--- src/rtl/io_pkg.sv ---
// io_pkg: shared constants for the switch/button event controller.
// Holds input widths, the LSU address windows and the debounce FSM state type.
// No ports; imported by input_debounce and input_event_ctrl.
package io_pkg;

  localparam int SW_W  = 18;
  localparam int BTN_W = 4;

  // Inclusive byte-address windows on the LSU I/O port.
  localparam logic [15:0] SW_BASE   = 16'h7800;
  localparam logic [15:0] SW_LAST   = 16'h780F;
  localparam logic [15:0] BTN_BASE  = 16'h7810;
  localparam logic [15:0] BTN_LAST  = 16'h7813;
  localparam logic [15:0] PEND_BASE = 16'h7814;
  localparam logic [15:0] PEND_LAST = 16'h7817;
  localparam logic [15:0] MASK_BASE = 16'h7818;
  localparam logic [15:0] MASK_LAST = 16'h781B;

  typedef enum logic [1:0] {
    ST_LO  = 2'd0,
    CHK_HI = 2'd1,
    ST_HI  = 2'd2,
    CHK_LO = 2'd3
  } dbnc_state_e;

  function automatic logic in_window(input logic [15:0] a,
                                     input logic [15:0] lo,
                                     input logic [15:0] hi);
    return (a >= lo) && (a <= hi);
  endfunction

endpackage

--- src/rtl/input_debounce.sv ---
// input_debounce: one-bit debouncer clocked by a shared sample tick.
// Ports: i_clk, i_rst (sync, active-high), tick (sample strobe), sync_i (synchronised raw bit)
//        -> level_o (registered debounced level), rise_o (1-cycle pulse on entry to ST_HI).
module input_debounce
  import io_pkg::*;
#(
  parameter int STABLE_SAMPLES = 4
) (
  input  logic i_clk,
  input  logic i_rst,
  input  logic tick,
  input  logic sync_i,
  output logic level_o,
  output logic rise_o
);

  localparam logic [7:0] SS = 8'(STABLE_SAMPLES);

  dbnc_state_e state;
  logic [7:0]  cnt;

  always_ff @(posedge i_clk) begin
    if (i_rst) begin
      state   <= ST_LO;
      cnt     <= 8'd0;
      level_o <= 1'b0;
      rise_o  <= 1'b0;
    end else begin
      rise_o <= 1'b0;
      if (tick) begin
        case (state)
          ST_LO: if (sync_i) begin
            if (SS == 8'd1) begin
              state   <= ST_HI;
              cnt     <= 8'd0;
              level_o <= 1'b1;
              rise_o  <= 1'b1;
            end else begin
              state <= CHK_HI;
              cnt   <= 8'd1;
            end
          end
          CHK_HI: begin
            if (sync_i) begin
              // cnt counts the differing ticks seen so far, including this one.
              if (cnt + 8'd1 >= SS) begin
                state   <= ST_HI;
                cnt     <= 8'd0;
                level_o <= 1'b1;
                rise_o  <= 1'b1;
              end else begin
                cnt <= cnt + 8'd1;
              end
            end else begin
              state <= ST_LO;
              cnt   <= 8'd0;
            end
          end
          ST_HI: if (!sync_i) begin
            if (SS == 8'd1) begin
              state   <= ST_LO;
              cnt     <= 8'd0;
              level_o <= 1'b0;
            end else begin
              state <= CHK_LO;
              cnt   <= 8'd1;
            end
          end
          CHK_LO: begin
            if (!sync_i) begin
              if (cnt + 8'd1 >= SS) begin
                state   <= ST_LO;
                cnt     <= 8'd0;
                level_o <= 1'b0;
              end else begin
                cnt <= cnt + 8'd1;
              end
            end else begin
              state <= ST_HI;
              cnt   <= 8'd0;
            end
          end
          default: begin
            state   <= ST_LO;
            cnt     <= 8'd0;
            level_o <= 1'b0;
          end
        endcase
      end
    end
  end

endmodule

--- src/rtl/input_event_ctrl.sv ---
// input_event_ctrl: LSU-mapped switch/button controller with debounce, sticky press flags and IRQ.
// Ports: i_clk, i_rst (sync, active-high); io_sw_i[17:0], io_btn_i[3:0] raw async inputs;
//        addr_i/i_rd_en/i_wr_en/i_st_data load-store port -> o_ld_data/o_ld_valid (1-cycle), o_irq.
module input_event_ctrl
  import io_pkg::*;
#(
  parameter int TICK_DIV       = 500,
  parameter int STABLE_SAMPLES = 4
) (
  input  logic              i_clk,
  input  logic              i_rst,
  input  logic [SW_W-1:0]   io_sw_i,
  input  logic [BTN_W-1:0]  io_btn_i,
  input  logic [15:0]       addr_i,
  input  logic              i_rd_en,
  input  logic              i_wr_en,
  input  logic [31:0]       i_st_data,
  output logic [31:0]       o_ld_data,
  output logic              o_ld_valid,
  output logic              o_irq
);

  localparam int IN_W = SW_W + BTN_W;
  localparam int TW   = $clog2(TICK_DIV);
  localparam logic [TW-1:0] TICK_LAST = TW'(TICK_DIV - 1);

  // Bits [SW_W-1:0] are switches, the top BTN_W bits are buttons.
  logic [IN_W-1:0]  sync1, sync2;
  logic [IN_W-1:0]  level, rise;
  logic [TW-1:0]    tick_cnt;
  logic             tick;
  logic [BTN_W-1:0] pending, mask, pend_clr;
  logic [31:0]      rd_mux;

  assign tick = (tick_cnt == TICK_LAST);

  for (genvar g = 0; g < IN_W; g++) begin : g_dbnc
    input_debounce #(.STABLE_SAMPLES(STABLE_SAMPLES)) u_dbnc (
      .i_clk   (i_clk),
      .i_rst   (i_rst),
      .tick    (tick),
      .sync_i  (sync2[g]),
      .level_o (level[g]),
      .rise_o  (rise[g])
    );
  end

  // Switch edges are not events; only button presses latch into pending.
  logic unused_ok;
  assign unused_ok = ^{rise[SW_W-1:0], i_st_data[31:BTN_W]};

  always_comb begin
    pend_clr = '0;
    if (i_wr_en && in_window(addr_i, PEND_BASE, PEND_LAST))
      pend_clr = i_st_data[BTN_W-1:0];
  end

  // Read mux uses the current register values, so a load sharing a cycle
  // with a store returns the pre-store contents.
  always_comb begin
    rd_mux = 32'd0;
    if (in_window(addr_i, SW_BASE, SW_LAST))
      rd_mux = {14'd0, level[SW_W-1:0]};
    else if (in_window(addr_i, BTN_BASE, BTN_LAST))
      rd_mux = {28'd0, level[IN_W-1:SW_W]};
    else if (in_window(addr_i, PEND_BASE, PEND_LAST))
      rd_mux = {28'd0, pending};
    else if (in_window(addr_i, MASK_BASE, MASK_LAST))
      rd_mux = {28'd0, mask};
  end

  always_ff @(posedge i_clk) begin
    if (i_rst) begin
      sync1      <= '0;
      sync2      <= '0;
      tick_cnt   <= '0;
      pending    <= '0;
      mask       <= '0;
      o_irq      <= 1'b0;
      o_ld_data  <= 32'd0;
      o_ld_valid <= 1'b0;
    end else begin
      sync1    <= {io_btn_i, io_sw_i};
      sync2    <= sync1;
      tick_cnt <= tick ? '0 : tick_cnt + 1'b1;
      // OR-ing the set after the clear lets a same-cycle press win.
      pending  <= (pending & ~pend_clr) | rise[IN_W-1:SW_W];
      if (i_wr_en && in_window(addr_i, MASK_BASE, MASK_LAST))
        mask <= i_st_data[BTN_W-1:0];
      o_irq      <= |(pending & mask);
      o_ld_valid <= i_rd_en;
      if (i_rd_en)
        o_ld_data <= rd_mux;
    end
  end

endmodule

--- config.mk ---
export PLATFORM = sky130hd
export DESIGN_NAME = input_event_ctrl
export DESIGN_NICKNAME = d
export VERILOG_FILES = /design/src/rtl/io_pkg.sv /design/src/rtl/input_debounce.sv /design/src/rtl/input_event_ctrl.sv
export SDC_FILE = /design/constraint.sdc
export NUM_CORES = 1
export LEC_CHECK = 0
export ABC_AREA = 0
export BUFFER_PORTS_ARGS = -buffer_cell sky130_fd_sc_hd__buf_4
export CORE_MARGIN = 10
export CORE_UTILIZATION = 40
export DETAILED_ROUTE_END_ITERATION = 7
export SETUP_SLACK_MARGIN = 0.05
export SYNTH_ARGS = -nofsm -noshare
export SYNTH_HDL_FRONTEND = slang
export SYNTH_SLANG_ARGS = --single-unit
export TNS_END_PERCENT = 1
--- constraint.sdc ---
create_clock -name i_clk -period 1.8 [get_ports i_clk]
set_input_delay 0.18 -clock i_clk [delete_from_list [all_inputs] [get_ports i_clk]]
set_output_delay 0.18 -clock i_clk [all_outputs]
set_load 0.03 [all_outputs]
==> results of run 1 <==
flip-flops by register name, indices dropped and copies added, names as in the netlist, named ones only:
| name | flops |
|---|---|
| pending | 4 |
| o_ld_data | 18 |
| o_irq | 1 |
| mask | 4 |
| g_dbnc.u_dbnc.rise_o | 4 |
| sync1 | 22 |
| g_dbnc.u_dbnc.level_o | 22 |
| sync2 | 22 |
| g_dbnc.u_dbnc.cnt | 176 |
| g_dbnc.u_dbnc.state | 22 |
| tick_cnt | 9 |
| o_ld_valid | 1 |
what timing repair did:
action	CTS	global route
gates resized for setup	71	111
endpoints found under the hold margin	39	0
setup buffers	5	2
hold buffers	27	0
pin swaps	33	44
endpoints found under the setup margin	221	252
routing by layer:
metal	wire length (um)	GRT usage, %	vias to the layer above	share of wire, %
met5	0	0	-	0
met1	14300	17.8	5390	47
met3	1060	2.53	39	3.5
li1	-	-	5851	-
met4	506	3.62	0	1.7
met2	14700	24.5	122	48
power by group through the flow:
| stage | clock, mW | sequential, mW | combinational (mW) |
|---|---|---|---|
| 4_1_cts | 8.46 | 7.40 | 0.544 |
| 3_5_place_dp | 0 | 7.56 | 0.482 |
| 2_1_floorplan | 0 | 7.54 | 0.315 |
| 3_3_place_gp | 0 | 7.56 | 0.477 |
| 6_report | 8.23 | 7.40 | 0.549 |
| 5_1_grt | 8.77 | 7.41 | 0.610 |
synth_stat cells (all sizes together) (30+ instances only):
cell type,n,area share (%)
and3,70,3.2
a21oi,106,3.9
clkbuf,45,1.2
nand3,55,2.0
nand2,97,2.6
nor2b,52,2.4
nor2,113,3.1
dfxtp,327,48
nand4,35,1.6
o21ai,64,2.3
inv,35,0.95
and2,97,4.4
nor3,30,1.1
cell families (layout without fill, tap and decap cells):
group / Yosys count / count (layout) / synth area share, %
AND/OR/NAND/NOR: 652 / 652 / 25.8
AO/OA/AOI/OAI: 338 / 338 / 16.3
flip-flops: 327 / 327 / 47.5
buffers and inverters: 105 / 311 / 3.33
XOR/XNOR: 35 / 35 / 2.23
multiplexers: 35 / 35 / 2.60
adder cells (fa/ha/maj): 25 / 25 / 2.25
other: 1 / 14 / 0.0272
critical path, cell delays in order, from the launching register on:
cell	delay [ps]
dfxtp_2	330
or2_1	240
mux2i_1	130
a31oi_1	120
or4b_4	560
mux2_4	290
a211oi_2	160
per-stage QoR:
step | hold WS, ps | cell area, um^2 | instances | util, %
global placement | 395 | 15500 | 2081 | 46.0
global route | 180 | 17800 | 2185 | 52.8
finish | 153 | 17800 | 2185 | 52.8
CTS | 125 | 17500 | 2183 | 51.7
floorplan | 308 | 13900 | 1531 | -
detailed placement | 397 | 15500 | 2081 | 46.0
cells in the final DEF (no fill, tap or decap), types with 20 or more instances in the layout:
cell type / instances
xor2_1: 20
dfxtp_2: 22
nor2_1: 91
clkbuf_16: 41
nand2_1: 94
mux2i_1: 29
nor3_1: 29
o21ai_0: 42
a21oi_1: 93
nand4_1: 35
dlygate4sd3_1: 27
buf_4: 158
dfxtp_1: 304
nand3_1: 53
and3_1: 68
inv_1: 34
nand2b_1: 22
nor2b_1: 52
and2_1: 84
area by class of cell:
cell class / count / area (um^2)
fillers: 3079 / 15900
multi-input cells: 1099 / 7380
flip-flops and latches: 327 / 6580
repair buffers: 206 / 1810
clock buffers: 56 / 1180
well taps: 448 / 561
clock inverters: 14 / 200
inverters: 35 / 131
worst max-delay path by stage:
stage,startpoint,to,slack (ps),depth (start not counted)
after CTS,g_dbnc[9].u_dbnc.cnt[3],g_dbnc[9].u_dbnc.cnt[0],-150,6
final,g_dbnc[9].u_dbnc.cnt[4],g_dbnc[9].u_dbnc.cnt[0],-120,6
after floorplan,g_dbnc[9].u_dbnc.cnt[5],g_dbnc[9].u_dbnc.cnt[0],-40,6
after global placement,tick_cnt[1],g_dbnc[17].u_dbnc.cnt[1],-150,8
after detailed placement,tick_cnt[0],g_dbnc[17].u_dbnc.cnt[1],-170,8
after global routing,g_dbnc[9].u_dbnc.cnt[4],g_dbnc[9].u_dbnc.cnt[0],-190,6
==> impl_metrics.toml, run 1 <==
[clock_tree]
numCtsBuffers = 38
worst_skew_pair.late_latency_ps = 520
cts.clk_slew.worst_paths_ps = 60
cts-htree-levels = 2
clock_sinks = 327
clock_path_buffers = 3
root_buffer = "clkbuf_16"
cts_tree = "built"

[finish]
syn_to_final_growth_pct = 29.5
insertedDiodeCount = 0
drive_above_1_share_pct = 23.8
fin_nets = 1805

[sta]
worstMarginPinSlew_ps = 500
rsz0062_at_grt = "yes"
final_max_slew_viol_count = 0
period_needed_ps = 1920
setup_tns_ps = -1070
hold_viol = 0
fin_skew_ps = 12.3
setup_viol = 27
layout_setup_ws_ps = -124
clock.fmax_mhz = 520
min_period_over_period_pct = 107
maxSlewHeadroom_pct = 66.1

[critical_path]
r2r-start = "g_dbnc[9].u_dbnc.cnt[4]"
cp_max_fo = 5
r2r_slack_ps = -120
worstSetupPathType = "reg -> reg"
critPathArrivalTime_ps = 2360
rr_worst_depth = 6
endpoint_kind = "flip-flop"
r2r_end = "g_dbnc[9].u_dbnc.cnt[0]"
worstPathRequired_ps = 2230
cp-start-kind = "flip-flop"

[pwr]
clock_power_share_pct = 50.9
vdd_drop_max_mv = 0.647
power_density_nw_per_um2 = 907
power.leakage_nw = 7.24
power_mw = 16.2
p_seq_share_pct = 45.7
p_sw_mw = 3.33
sw_frac_of_total_pct = 20.6
internal-power_mw = 12.8
combPwrFrac_pct = 3.4

[placed_design]
portBuffers = 63
pre_cts_ws_ps = -171
dp_hpwl_mm = 20.2
gp_congestion = 0.778

[floorplanning]
core_um2 = 33800
dieHeight_um = 206
fp.dieArea_um2 = 42200
rows = 67
io_pins = 108
die_x_um = 206
start_util_pct = 40.8

[synthesis]
seq_area_frac_synth_pct = 47.5
synth_flop_cell = "dfxtp_1"
async_flop_share_pct = 0
ys_ff_latch = 327
post_synth.cell_area_avg_um2 = 9.07
ys_types = 77
syn_inst = 1518
yosys_warnings = 0
netlist_area_um2 = 13800
synth_edf_count = 0

[global_routing]
antenna_found_initial = 0
first_global_vias = 11100
grt_pass1_wl_mm = 51.6
grt_max_degree = 66
grt_use_total_pct = 14.2
gr-total-overflow = 0

[drt]
wirelength_mm = 30.6
drt_pre_antenna_iters = 5
wire_per_inst_um = 14.0
num_vias = 11400
drc_errors = 0
drt_iter0_markers = 463
viasPerCell = 5.22
ant_nets = 0

[min_path]
worstHoldStart = "addr_i[4]"
holdPathStages = 4
min_to = "o_ld_data[0]"
min_path_type = "in -> reg"

[flow_run]
maxCapViolations = 0

[outcome]
violations = "setup timing"
status = "complete, but fails checks"
(Power assumes the default switching activity.)
==> run 2: changes to the inputs <==
--- a/config.mk
+++ b/config.mk
@@ -7,9 +7,10 @@
 export LEC_CHECK = 0
 export ABC_AREA = 0
 export BUFFER_PORTS_ARGS = -buffer_cell sky130_fd_sc_hd__buf_4
-export CORE_MARGIN = 10
+export CORE_MARGIN = 2
 export CORE_UTILIZATION = 40
 export DETAILED_ROUTE_END_ITERATION = 7
+export PLACE_DENSITY_LB_ADDON = 0.2
 export SETUP_SLACK_MARGIN = 0.05
 export SYNTH_ARGS = -nofsm -noshare
 export SYNTH_HDL_FRONTEND = slang
==> impl_metrics.toml, run 2 (same netlist as run 1, synthesis figures left out) <==
[outcome]
status = "complete, but fails checks"
violations = "setup timing"

[min_path]
worstHoldStart = "i_rst"
holdPathStages = 2
min_path_type = "in -> reg"

[critical_path]
critPathArrivalTime_ps = 2330
cp-startpoint = "g_dbnc[9].u_dbnc.cnt[3]"
cp_max_fo = 5
worstPathRequired_ps = 2200
cp-start-kind = "flip-flop"
r2r-start = "g_dbnc[9].u_dbnc.cnt[3]"
endpoint_kind = "flip-flop"
worstSetupPathType = "reg -> reg"
rr_worst_depth = 6

[finish]
largest_register_ffs = 176
top_register = "g_dbnc.u_dbnc.cnt"
insertedDiodeCount = 0
stdcell_count = 2165
final_cell_mix = "dfxtp_1, buf_4, nor2_1"
fin_util_pct = 51.8
drive_above_1_share_pct = 21.8
final_common_cell = "dfxtp_1"
syn_to_final_growth_pct = 26.7
fin_nets = 1791

[pwr]
sw_frac_of_total_pct = 20.8
power_mw = 15.3
power_density_nw_per_um2 = 875
p_sw_mw = 3.17
clock_power_share_pct = 48.0
p_seq_share_pct = 48.5
power.leakage_nw = 7.07
combPwrFrac_pct = 3.5
internal-power_mw = 12.1
vdd_drop_max_mv = 0.686

[clock_tree]
numCtsBuffers = 37
worst_skew_pair.late_latency_ps = 500
clock_sinks = 327
cts-htree-levels = 2
cts_tree = "built"
clock_path_buffers = 3
root_buffer = "clkbuf_16"
cts_setup_buffers = 0
cts.clk_slew.worst_paths_ps = 50

[sta]
rsz0062_at_grt = "yes"
maxSlewHeadroom_pct = 63.2
fin_skew_ps = 19.6
fin_hold_ws_ps = 80.1
period_needed_ps = 1930
worstMarginPinSlew_ps = 544
final_max_slew_viol_count = 0
clock.fmax_mhz = 517
layout_setup_ws_ps = -133
hold_viol = 0
setup_tns_ps = -1850
setup_viol = 44
min_period_over_period_pct = 107

[drt]
wire_per_inst_um = 13.6
drt_pre_antenna_iters = 7
drc_errors = 0
wirelength_mm = 29.5
num_vias = 11300
drt_iter0_markers = 592
ant_nets = 0
viasPerCell = 5.20

[global_routing]
gr-total-overflow = 0
antenna_found_initial = 0
grt_pass1_wl_mm = 49.6
first_global_vias = 10700
grt_use_total_pct = 16.0
grt_max_degree = 49

[floorplanning]
die_x_um = 190
dieHeight_um = 190
io_pins = 108
rows = 67
start_util_pct = 40.9
fp.dieArea_um2 = 35900
core_um2 = 33700

[placed_design]
gp_congestion = 0.781
portBuffers = 63
placed_cells = 2076
dp_hpwl_mm = 19.1

[flow_run]
maxCapViolations = 0
-- run 2: what timing repair did --
action	4_1_cts	5_1_grt
endpoints found under the setup margin	189	244
hold buffers	26	0
pin swaps	15	29
cloned	0	0
hold endpoints to repair	30	0
resized for setup	67	96
-- run 2: routing by layer --
metal / track usage [%] / part of all wire (%)
met1: 20.8 / 48
met2: 27.7 / 47
met3: 2.36 / 2.9
met4: 4.74 / 2.1
met5: 0 / 0
-- run 2: area by class of cell --
| cell class | count | area [um^2] |
|---|---|---|
| Multi-Input combinational cell | 1099 | 7310 |
| Inverter | 35 | 131 |
| Tap cell | 448 | 561 |
| Timing Repair Buffer | 193 | 1680 |
| Clock buffer | 54 | 1070 |
| Fill cell | 3105 | 16200 |
| Clock inverter | 9 | 123 |
| Sequential cell | 327 | 6580 |
-- run 2: power by group through the flow --
stage / logic (mW) / clock network [mW] / registers [mW]
after detailed placement: 0.475 / 0 / 7.56
after global routing: 0.594 / 7.85 / 7.41
final: 0.538 / 7.33 / 7.41
after global placement: 0.467 / 0 / 7.56
after CTS: 0.525 / 7.56 / 7.40
after floorplan: 0.315 / 0 / 7.54
-- run 2: critical path, stage by stage (launching register included) --
cell and delay (ps):
dfxtp_2 330, or2_1 230, mux2i_1 130, a31oi_1 120
or4b_4 550, mux2_2 280, a211oi_1 210
-- run 2: worst paths after layout --
kind	end	slack, ps
hold reg to reg	sync2[14]	430
hold / removal	o_ld_valid	80
setup / recovery	g_dbnc[9].u_dbnc.cnt[0]	-130
setup reg to reg	g_dbnc[9].u_dbnc.cnt[0]	-130
-- run 2: per-stage QoR --
| step | instance area, um^2 | setup WS, ps |
|---|---|---|
| 2_1_floorplan | 13900 | -44.8 |
| 3_3_place_gp | 15500 | -109 |
| 3_5_place_dp | 15500 | -163 |
| 4_1_cts | 17100 | -134 |
| 5_1_grt | 17500 | -203 |
| 6_report | 17500 | -133 |
==> run 3: changes to the inputs <==
--- a/config.mk
+++ b/config.mk
@@ -7,11 +7,14 @@
 export LEC_CHECK = 0
 export ABC_AREA = 0
 export BUFFER_PORTS_ARGS = -buffer_cell sky130_fd_sc_hd__buf_4
+export CELL_PAD_IN_SITES_DETAIL_PLACEMENT = 1
+export CELL_PAD_IN_SITES_GLOBAL_PLACEMENT = 1
 export CORE_MARGIN = 2
 export CORE_UTILIZATION = 40
 export DETAILED_ROUTE_END_ITERATION = 7
 export PLACE_DENSITY_LB_ADDON = 0.2
 export SETUP_SLACK_MARGIN = 0.05
+export SKIP_CTS_REPAIR_TIMING = 1
 export SYNTH_ARGS = -nofsm -noshare
 export SYNTH_HDL_FRONTEND = slang
 export SYNTH_SLANG_ARGS = --single-unit
==> impl_metrics.toml, run 3 (same netlist as run 1, synthesis figures left out) <==
[outcome]
status = "complete, but fails checks"
violations = "setup timing"

[finish]
ff_latch_area_um2 = 6570
top_register = "g_dbnc.u_dbnc.cnt"
multiInputGateArea_um2 = 7330
insertedDiodeCount = 0
largest_register_ffs = 176
final_cell_mix = "dfxtp_1, buf_4, nor2_1"
syn_to_final_growth_pct = 27.7
final_common_cell = "dfxtp_1"
fin_nets = 1806
stdcell_count = 2178
drive_above_1_share_pct = 22.5
fillers = 3842

[floorplanning]
io_pins = 108
die_x_um = 190
start_util_pct = 40.9
core_um2 = 33700
rows = 67
fp.dieArea_um2 = 35900
dieHeight_um = 190

[global_routing]
grt.busiest_layer = "met2"
gr-usage-met2_pct = 33.5
antenna_found_initial = 0
gr-total-overflow = 0
first_global_vias = 12100
grt_util_met1_pct = 23.5
grt_max_degree = 50
grt_pass1_wl_mm = 57.4
grt_use_total_pct = 18.7
use_met3_pct = 2.71

[sta]
min_period_over_period_pct = 112
setup_tns_ps = -4880
clock.fmax_mhz = 494
setup_viol = 73
worstMarginPinSlew_ps = 494
final_max_slew_viol_count = 0
layout_setup_ws_ps = -224
hold_viol = 0
maxSlewHeadroom_pct = 66.5
period_needed_ps = 2020
fin_skew_ps = 12.0
rsz0062_at_grt = "yes"

[pwr]
combPwrFrac_pct = 3.6
power_density_nw_per_um2 = 880
p_sw_mw = 3.30
power_mw = 15.5
vdd_drop_max_mv = 0.693
p_seq_share_pct = 47.9
power.leakage_nw = 7.16
clock_power_share_pct = 48.5
internal-power_mw = 12.2
sw_frac_of_total_pct = 21.3

[critical_path]
r2r_slack_ps = -220
critPathArrivalTime_ps = 2440
endpoint_kind = "flip-flop"
cpPeakStageDelay_ps = 550
cp_max_fo = 4
cp-start-kind = "flip-flop"
path_cells = "ha_2 -> nand3_1 -> xnor2_1 -> or4b_4 -> mux2_2 -> a211oi_1"
worstPathRequired_ps = 2220
crit_slowest_cell = "or4b_4"
worstSetupPathType = "reg -> reg"

[placed_design]
gp_congestion = 0.766
dp_hpwl_mm = 22.5
placed_cells = 2090
portBuffers = 63

[clock_tree]
worst_skew_pair.late_latency_ps = 520
numCtsBuffers = 38
clock_path_buffers = 3
clock_sinks = 327
cts_tree = "built"
cts-htree-levels = 2
cts.clk_slew.worst_paths_ps = 60
root_buffer = "clkbuf_16"

[flow_run]
maxCapViolations = 0

[min_path]
min_path_type = "in -> reg"

[drt]
drt_pre_antenna_iters = 4
drc_errors = 0
drt_iter0_markers = 402
wire_per_inst_um = 15.7
viasPerCell = 5.38
ant_nets = 0
wirelength_mm = 34.2
num_vias = 11700
[run 3: cell types whose count changed in the layout (fill, tap and decap cells not counted), sizes merged]
| cell | before | now |
|---|---|---|
| clkinvlp | 1 | 0 |
| clkinv | 5 | 6 |
| bufinv | 3 | 2 |
| buf | 167 | 181 |
[run 3: metrics by stage]
step                      instance area [um^2]  setup slack [ps]  hold slack [ps]  utilization (%)
after global placement                   15600              -126              392             46.3
after floorplan                          13900             -44.8              308                -
after global routing                     17600              -283             14.9             52.2
after CTS                                16800              -232             -143             49.9
final                                    17600              -224             10.4             52.2
after detailed placement                 15600              -194              397             46.3
[run 3: worst max-delay path: cells and delay by family, from the launching register on]
kind,cells,cell delay [ps]
AO/OA/AOI/OAI,1,230
multiplexers,1,270
adder cells (fa/ha/maj),1,240
AND/OR/NAND/NOR,2,650
XOR/XNOR,1,150
flip-flops,1,390
[run 3: final timing paths]
| path | startpoint | endpoint | depth (start not counted) |
|---|---|---|---|
| max | g_dbnc[9].u_dbnc.cnt[1] | g_dbnc[9].u_dbnc.cnt[0] | 6 |
| min | i_rst | flip-flop | 2 |
| max reg2reg | g_dbnc[9].u_dbnc.cnt[1] | g_dbnc[9].u_dbnc.cnt[0] | 6 |
| min reg2reg | sync1[3] | sync2[3] | 1 |
[run 3: per-layer routing]
| metal | share of wire (%) | routed length, um |
|---|---|---|
| met5 | 0 | 0 |
| met4 | 1.8 | 625 |
| met3 | 2.9 | 1000 |
| met2 | 49 | 16900 |
| met1 | 46 | 15700 |
[run 3: power by group through the flow]
| stage | combinational, mW | sequential, mW | clock, mW |
|---|---|---|---|
| 5_1_grt | 0.618 | 7.42 | 8.04 |
| 3_5_place_dp | 0.489 | 7.56 | 0 |
| 4_1_cts | 0.495 | 7.41 | 7.73 |
| 2_1_floorplan | 0.315 | 7.54 | 0 |
| 3_3_place_gp | 0.478 | 7.56 | 0 |
| 6_report | 0.556 | 7.41 | 7.51 |
[run 3: area by class of cell]
cell class / instances / share of cell area (%)
clock buffer: 54 / 6.40
tap: 448 / 3.19
clock inverter: 8 / 0.512
sequential: 327 / 37.4
multi-input combinational: 1099 / 41.7
inverter: 35 / 0.747
timing repair buffer: 207 / 10.1
